### config.mk
export PLATFORM = sky130hd
export DESIGN_NAME = dcmac_reset_sequencer
export DESIGN_NICKNAME = d
export VERILOG_FILES = /design/src/rtl/dcmac_reset_sequencer.sv
export SDC_FILE = /design/constraint.sdc
export NUM_CORES = 1
export LEC_CHECK = 0
export CAP_MARGIN = 20
export CORE_MARGIN = 5
export CORE_UTILIZATION = 30
export DETAILED_ROUTE_END_ITERATION = 10
export PLACE_DENSITY = 0.49
export SETUP_SLACK_MARGIN = 0.3
export SLEW_MARGIN = 20
export SYNTH_ARGS = -nofsm -noshare
export SYNTH_HDL_FRONTEND = slang
export SYNTH_SLANG_ARGS = --single-unit
### constraint.sdc
create_clock -name clk -period 2.7 [get_ports clk]
set_clock_uncertainty 0.2 [all_clocks]
set_input_delay 0.405 -clock clk [delete_from_list [all_inputs] [get_ports clk]]
set_output_delay 0.405 -clock clk [all_outputs]
set_load 0.005 [all_outputs]
### src/rtl/dcmac_reset_sequencer.sv
`default_nettype none
// ============================================================================
// Module   : dcmac_reset_sequencer
// Purpose  : Autonomous bring-up and recovery sequencer for the two-port DCMAC
//            GT reset controls. After a start request it pulses the global GT
//            reset and waits (with timeouts) for TX, then RX, reset-done. It
//            retries a bounded number of times before declaring a fault. While
//            running, it watches per-port RX alignment and issues per-port RX
//            datapath resets to recover a lost link.
// Ports    : clk, reset (sync, active-high), start (1-cycle request)
//            tx_reset_done[1:0], rx_reset_done[1:0], rx_aligned[1:0]
//            gt_reset_all, gt_reset_rx_datapath[1:0] (registered resets)
//            ready (RUN), fault (FAULT), retries[3:0]
//            rx_recoveries[31:0] ({port1[15:0], port0[15:0]}, saturating)
// Revision : 1.0 - initial release
// ============================================================================
module dcmac_reset_sequencer #(
    parameter int unsigned PULSE_CYCLES  = 100,
    parameter int unsigned DONE_TIMEOUT  = 1000000,
    parameter int unsigned ALIGN_TIMEOUT = 1000000,
    parameter int unsigned MAX_RETRIES   = 3
) (
    input  logic        clk,
    input  logic        reset,
    input  logic        start,
    input  logic [1:0]  tx_reset_done,
    input  logic [1:0]  rx_reset_done,
    input  logic [1:0]  rx_aligned,
    output logic        gt_reset_all,
    output logic [1:0]  gt_reset_rx_datapath,
    output logic        ready,
    output logic        fault,
    output logic [3:0]  retries,
    output logic [31:0] rx_recoveries
);

    // Terminal counts: a timer holding *_LAST in a cycle means this is the
    // final cycle of the window.
    localparam logic [31:0] c_PULSE_LAST  = 32'(PULSE_CYCLES - 1);
    localparam logic [31:0] c_DONE_LAST   = 32'(DONE_TIMEOUT - 1);
    localparam logic [31:0] c_ALIGN_LAST  = 32'(ALIGN_TIMEOUT - 1);
    localparam logic [3:0]  c_MAX_RETRIES = 4'(MAX_RETRIES);

    typedef enum logic [2:0] {
        S_IDLE      = 3'd0,
        S_PULSE_ALL = 3'd1,
        S_WAIT_TX   = 3'd2,
        S_WAIT_RX   = 3'd3,
        S_RUN       = 3'd4,
        S_FAULT     = 3'd5
    } state_t;

    state_t      r_state;
    state_t      w_state_next;
    logic [31:0] r_timer;
    logic [31:0] w_timer_next;
    logic [3:0]  r_retries;
    logic [3:0]  w_retries_next;
    logic        w_retry;
    logic        r_gt_reset_all;
    logic        w_run_hold;

    // ------------------------------------------------------------------------
    // Main sequencer: next-state, timer and retry bookkeeping
    // ------------------------------------------------------------------------
    always_comb begin
        w_state_next   = r_state;
        w_timer_next   = r_timer;
        w_retries_next = r_retries;
        w_retry        = 1'b0;

        case (r_state)
            S_IDLE: begin
                if (start) begin
                    w_state_next   = S_PULSE_ALL;
                    w_timer_next   = '0;
                    w_retries_next = '0;
                end
            end
            S_PULSE_ALL: begin
                if (r_timer == c_PULSE_LAST) begin
                    w_state_next = S_WAIT_TX;
                    w_timer_next = '0;
                end else begin
                    w_timer_next = r_timer + 32'd1;
                end
            end
            S_WAIT_TX: begin
                // Done is checked first so it wins over a same-cycle timeout.
                if (tx_reset_done == 2'b11) begin
                    w_state_next = S_WAIT_RX;
                    w_timer_next = '0;
                end else if (r_timer == c_DONE_LAST) begin
                    w_retry = 1'b1;
                end else begin
                    w_timer_next = r_timer + 32'd1;
                end
            end
            S_WAIT_RX: begin
                if (rx_reset_done == 2'b11) begin
                    w_state_next = S_RUN;
                    w_timer_next = '0;
                end else if (r_timer == c_DONE_LAST) begin
                    w_retry = 1'b1;
                end else begin
                    w_timer_next = r_timer + 32'd1;
                end
            end
            S_RUN: begin
                // A fresh start request restarts the whole sequence with a
                // clean retry budget, so it takes precedence over TX loss.
                if (start) begin
                    w_state_next   = S_PULSE_ALL;
                    w_timer_next   = '0;
                    w_retries_next = '0;
                end else if (tx_reset_done != 2'b11) begin
                    w_retry = 1'b1;
                end
            end
            S_FAULT: begin
                if (start) begin
                    w_state_next   = S_PULSE_ALL;
                    w_timer_next   = '0;
                    w_retries_next = '0;
                end
            end
            default: begin
                w_state_next = S_IDLE;
                w_timer_next = '0;
            end
        endcase

        if (w_retry) begin
            w_timer_next = '0;
            if (r_retries < c_MAX_RETRIES) begin
                w_retries_next = r_retries + 4'd1;
                w_state_next   = S_PULSE_ALL;
            end else begin
                w_state_next = S_FAULT;
            end
        end
    end

    always_ff @(posedge clk) begin
        if (reset) begin
            r_state        <= S_IDLE;
            r_timer        <= '0;
            r_retries      <= '0;
            r_gt_reset_all <= 1'b0;
        end else begin
            r_state        <= w_state_next;
            r_timer        <= w_timer_next;
            r_retries      <= w_retries_next;
            // Registered from the next state so the pulse lines up exactly
            // with the cycles spent in PULSE_ALL.
            r_gt_reset_all <= (w_state_next == S_PULSE_ALL);
        end
    end

    // Per-port recovery only runs while the sequencer stays in RUN; leaving
    // RUN drops any in-flight per-port pulse and clears the align counters.
    assign w_run_hold = (r_state == S_RUN) && (w_state_next == S_RUN);

    // ------------------------------------------------------------------------
    // Per-port RX alignment watchdog and datapath reset pulse
    // ------------------------------------------------------------------------
    for (genvar p = 0; p < 2; p++) begin : g_port
        logic [31:0] r_align_cnt;
        logic [31:0] r_pulse_cnt;
        logic        r_pulse;
        logic [15:0] r_rec;

        always_ff @(posedge clk) begin
            if (reset) begin
                r_align_cnt <= '0;
                r_pulse_cnt <= '0;
                r_pulse     <= 1'b0;
                r_rec       <= '0;
            end else if (!w_run_hold) begin
                r_align_cnt <= '0;
                r_pulse_cnt <= '0;
                r_pulse     <= 1'b0;
            end else if (r_pulse) begin
                // Align counter is frozen while this port's pulse is active.
                if (r_pulse_cnt == c_PULSE_LAST) begin
                    r_pulse     <= 1'b0;
                    r_pulse_cnt <= '0;
                end else begin
                    r_pulse_cnt <= r_pulse_cnt + 32'd1;
                end
            end else if (rx_aligned[p]) begin
                r_align_cnt <= '0;
            end else if (r_align_cnt == c_ALIGN_LAST) begin
                r_pulse     <= 1'b1;
                r_pulse_cnt <= '0;
                r_align_cnt <= '0;
                if (r_rec != 16'hFFFF) begin
                    r_rec <= r_rec + 16'd1;
                end
            end else begin
                r_align_cnt <= r_align_cnt + 32'd1;
            end
        end

        assign gt_reset_rx_datapath[p]   = r_pulse;
        assign rx_recoveries[16*p +: 16] = r_rec;
    end

    assign gt_reset_all = r_gt_reset_all;
    assign ready        = (r_state == S_RUN);
    assign fault        = (r_state == S_FAULT);
    assign retries      = r_retries;

endmodule
`default_nettype wire

==> flow_metrics.py <==
metrics = {
    "detailed_routing": {
        "vias": 11525,
        "wirelength_mm": 34.1,
        "drc": 0,
        "routedWlPerCell_um": 16.4,
        "postRouteAntennaNets": 0,
        "drtIter0Drc": 585,
        "viasPerCell": 5.56,
        "dr.pass1.iters": 5,
    },
    "logic_synthesis": {
        "async_reset_ff_share_pct": 0,
        "synth.most_common_cell": "dfxtp_1",
        "synthFlopType": "dfxtp_1",
        "yosysWarningCount": 0,
        "synth.area.top_cells": "dfxtp_1 (37%), a21oi_1 (5.2%), o21ai_0 (5.1%)",
        "syn_area_sq_um": 11000,
        "synthCells": 1444,
        "yosysTopAreaCell": "dfxtp_1",
        "syn_nets": 1461,
        "synth_edf_count": 0,
        "ys_types": 69,
        "yosys_register_bits": 202,
        "syn_avg_cell_area_sq_um": 7.62,
        "synth.top_cell.area_share_pct": 36.8,
        "yosysSeqAreaShare_pct": 36.8,
        "synthTopCellsByCount": "dfxtp_1 (202), nor2_1 (125), a21oi_1 (115)",
    },
    "sta": {
        "worst_pin_slew_ns": 0.502,
        "period_needed_ns": 2.63,
        "finalHoldViolCount": 0,
        "max-slew-margin-rel_pct": 66.5,
        "rsz0062_at_grt": "true",
        "max_freq_mhz": 380,
        "setup_viol": 0,
        "maxSlewViolCount": 0,
        "fin_crit_sh_pct": 97.5,
    },
    "flow_run": {
        "drv_cap": 0,
    },
    "critical_path": {
        "max_stage_delay_ns": 0.55,
        "critPathMaxFanout": 7,
        "crit_chain": "or4_4 -> buf_6 -> or3_1 -> or3_4 -> o21ai_4 -> o21ai_1 -> a32o_1",
        "required_ns": 2.94,
        "cp.arrival_ns": 2.88,
        "worstSetupPathType": "flip-flop to flip-flop",
        "critPathCaptureType": "flip-flop",
        "cpMaxStageDelayCell": "or4_4",
        "r2r_cells": 7,
        "critPathLaunchType": "flip-flop",
    },
    "power_and_ir_drop": {
        "p_per_area_nw_per_um2": 456,
        "ir_drop_mv": 0.374,
        "power.leakage_nw": 4.90,
    },
    "finish": {
        "antenna_cells": 0,
        "stdcell_count": 2072,
        "fin_nets": 1601,
        "syn2layout_area_growth_pct": 34.1,
        "utilization_pct": 40.5,
        "drive_gt1_share_pct": 22.2,
    },
    "clock_tree": {
        "cts_htree_levels": 1,
        "hold_buffers": 0,
        "cts_sinks": 202,
        "insertion_delay_ns": 0.55,
        "cts_buffer_depth": 3,
        "ctsRootBufferMaster": "clkbuf_16",
        "cts.clk_slew.worst_paths_ns": 0.06,
        "cts_tree": "done",
        "cts_buffers": 26,
    },
    "floorplan": {
        "die_h_um": 201,
        "start_util_pct": 30.2,
        "row_count": 70,
        "coreArea_sq_um": 36400,
        "die_w_um": 201,
        "dieArea_sq_um": 40600,
        "top_level_ports": 50,
    },
    "hold_path": {
        "hold_path.class": "flip-flop to flip-flop",
        "hold_depth": 1,
    },
    "placement": {
        "hpwl_mm": 22.1,
        "port_buffers": 49,
        "dp_cells": 1985,
        "gp_congestion": 0.843,
    },
    "global_route": {
        "grt_first_pass_wirelength_mm": 55.3,
        "grt_max_degree": 50,
        "antenna_found_initial": 0,
        "globalRouteTotalUtil_pct": 15.7,
        "grt_pass1_vias": 10742,
        "grt_overflow": 0,
    },
    "run_status": {
        "status": "complete, no violations",
    },
}
[flip-flops by register name, summed over array words and instances (netlist names)]
name / flops
r_state: 3
g_port.r_rec: 32
g_port.r_pulse_cnt: 64
gt_reset_all: 1
g_port.r_align_cnt: 64
retries: 4
r_timer: 32
g_port.r_pulse: 2
[kinds of logic after synthesis]
group / synth area share (%)
and+or+nand+nor: 35.4
xor gates and xnor gates: 2.47
adders and majority gates: 0.910
buffers and inverters: 4.05
DFF: 36.8
muxes: 0.273
AOI/OAI and AO/OA: 20.2
[per-stage QoR]
stage / TNS [ns] / cell area (sq um) / hold WS, ns / power [mW] / setup WS, ns
6_report: 0 / 14700 / 0.265 / 6.73 / 0.0662
5_1_grt: -0.0469 / 14700 / 0.297 / 7.00 / -0.0242
4_1_cts: 0 / 14100 / 0.267 / 6.85 / 0.0272
3_5_place_dp: -1.46 / 12700 / 0.256 / 3.26 / -0.0916
3_3_place_gp: -1.30 / 12700 / 0.252 / 3.27 / -0.0949
2_1_floorplan: 0 / 11100 / 0.233 / 3.16 / 0.213
[what timing repair did]
action,4_1_cts,5_1_grt
cloned,4,1
hold endpoints to repair,0,0
gates resized for setup,83,147
setup buffers,14,20
pin swaps,46,55
setup endpoints to repair,127,181
[layer usage]
metal  global-route usage (%)  share of wire [%]
met5                        0                  0
met4                     3.34                1.2
met1                     22.3                 48
met3                     2.77                4.8
met2                     25.1                 46
[final timing paths]
check | from | to | slack [ns]
min | g_port[0].r_align_cnt[31] | g_port[0].r_align_cnt[31] | 0.26
max | g_port[1].r_align_cnt[24] | g_port[1].r_pulse_cnt[16] | 0.07
min reg2reg | g_port[0].r_align_cnt[31] | g_port[0].r_align_cnt[31] | 0.26
max reg2reg | g_port[1].r_align_cnt[24] | g_port[1].r_pulse_cnt[16] | 0.07
[worst max-delay path: cells and delay by family (launching register included)]
kind,cells,cell delay [ns]
AND/OR/NAND/NOR,3,1.31
flip-flops,1,0.32
AO/OA/AOI/OAI,3,0.56
buffers and inverters,1,0.13
[area by class of cell]
cell class              instances  area, sq um
clock buffers                  35          704
clock inverters                13          156
fillers                      3748        21700
inverters                      28          105
multi-input cells            1133         7290
flip-flops and latches        202         4080
well taps                     468          586
repair buffers                193         1820
[report_power, final]
group	leakage (nW)	internal, mW	switching [mW]	total [mW]
sequential	1.64	2.98	0.00598	2.99
clock	0.420	2.12	1.38	3.50
combinational	2.84	0.0942	0.146	0.240
[layout by cell type (no fill, tap or decap), types with 8 or more instances in the layout]
master / Yosys / routed
o21ai_2: 1 / 17
a21oi_2: 0 / 12
nand2_1: 112 / 105
o31ai_1: 9 / 9
clkbuf_16: 0 / 26
nor3_1: 71 / 55
a311oi_1: 9 / 9
or3_1: 46 / 40
buf_4: 2 / 107
or3_4: 1 / 8
or4_1: 20 / 14
buf_6: 1 / 25
inv_1: 27 / 27
o21a_1: 14 / 11
o21ai_1: 3 / 15
xnor2_1: 19 / 18
o21ai_0: 111 / 81
a211oi_1: 12 / 12
nand4_1: 64 / 64
o211ai_1: 13 / 13
nor4_1: 40 / 24
dfxtp_2: 0 / 21
a21oi_1: 115 / 103
clkdlybuf4s50_1: 0 / 48
nand3b_1: 9 / 9
and3_1: 35 / 32
xor2_1: 12 / 12
and4_1: 19 / 17
a31oi_1: 33 / 32
buf_12: 0 / 9
nor3_4: 0 / 13
nor2_1: 125 / 116
dfxtp_1: 202 / 178
nor4_2: 2 / 11
nand3_1: 97 / 93
and2_1: 20 / 20
nor2b_1: 10 / 10
Note: power is estimated with default switching activity, not from simulation.
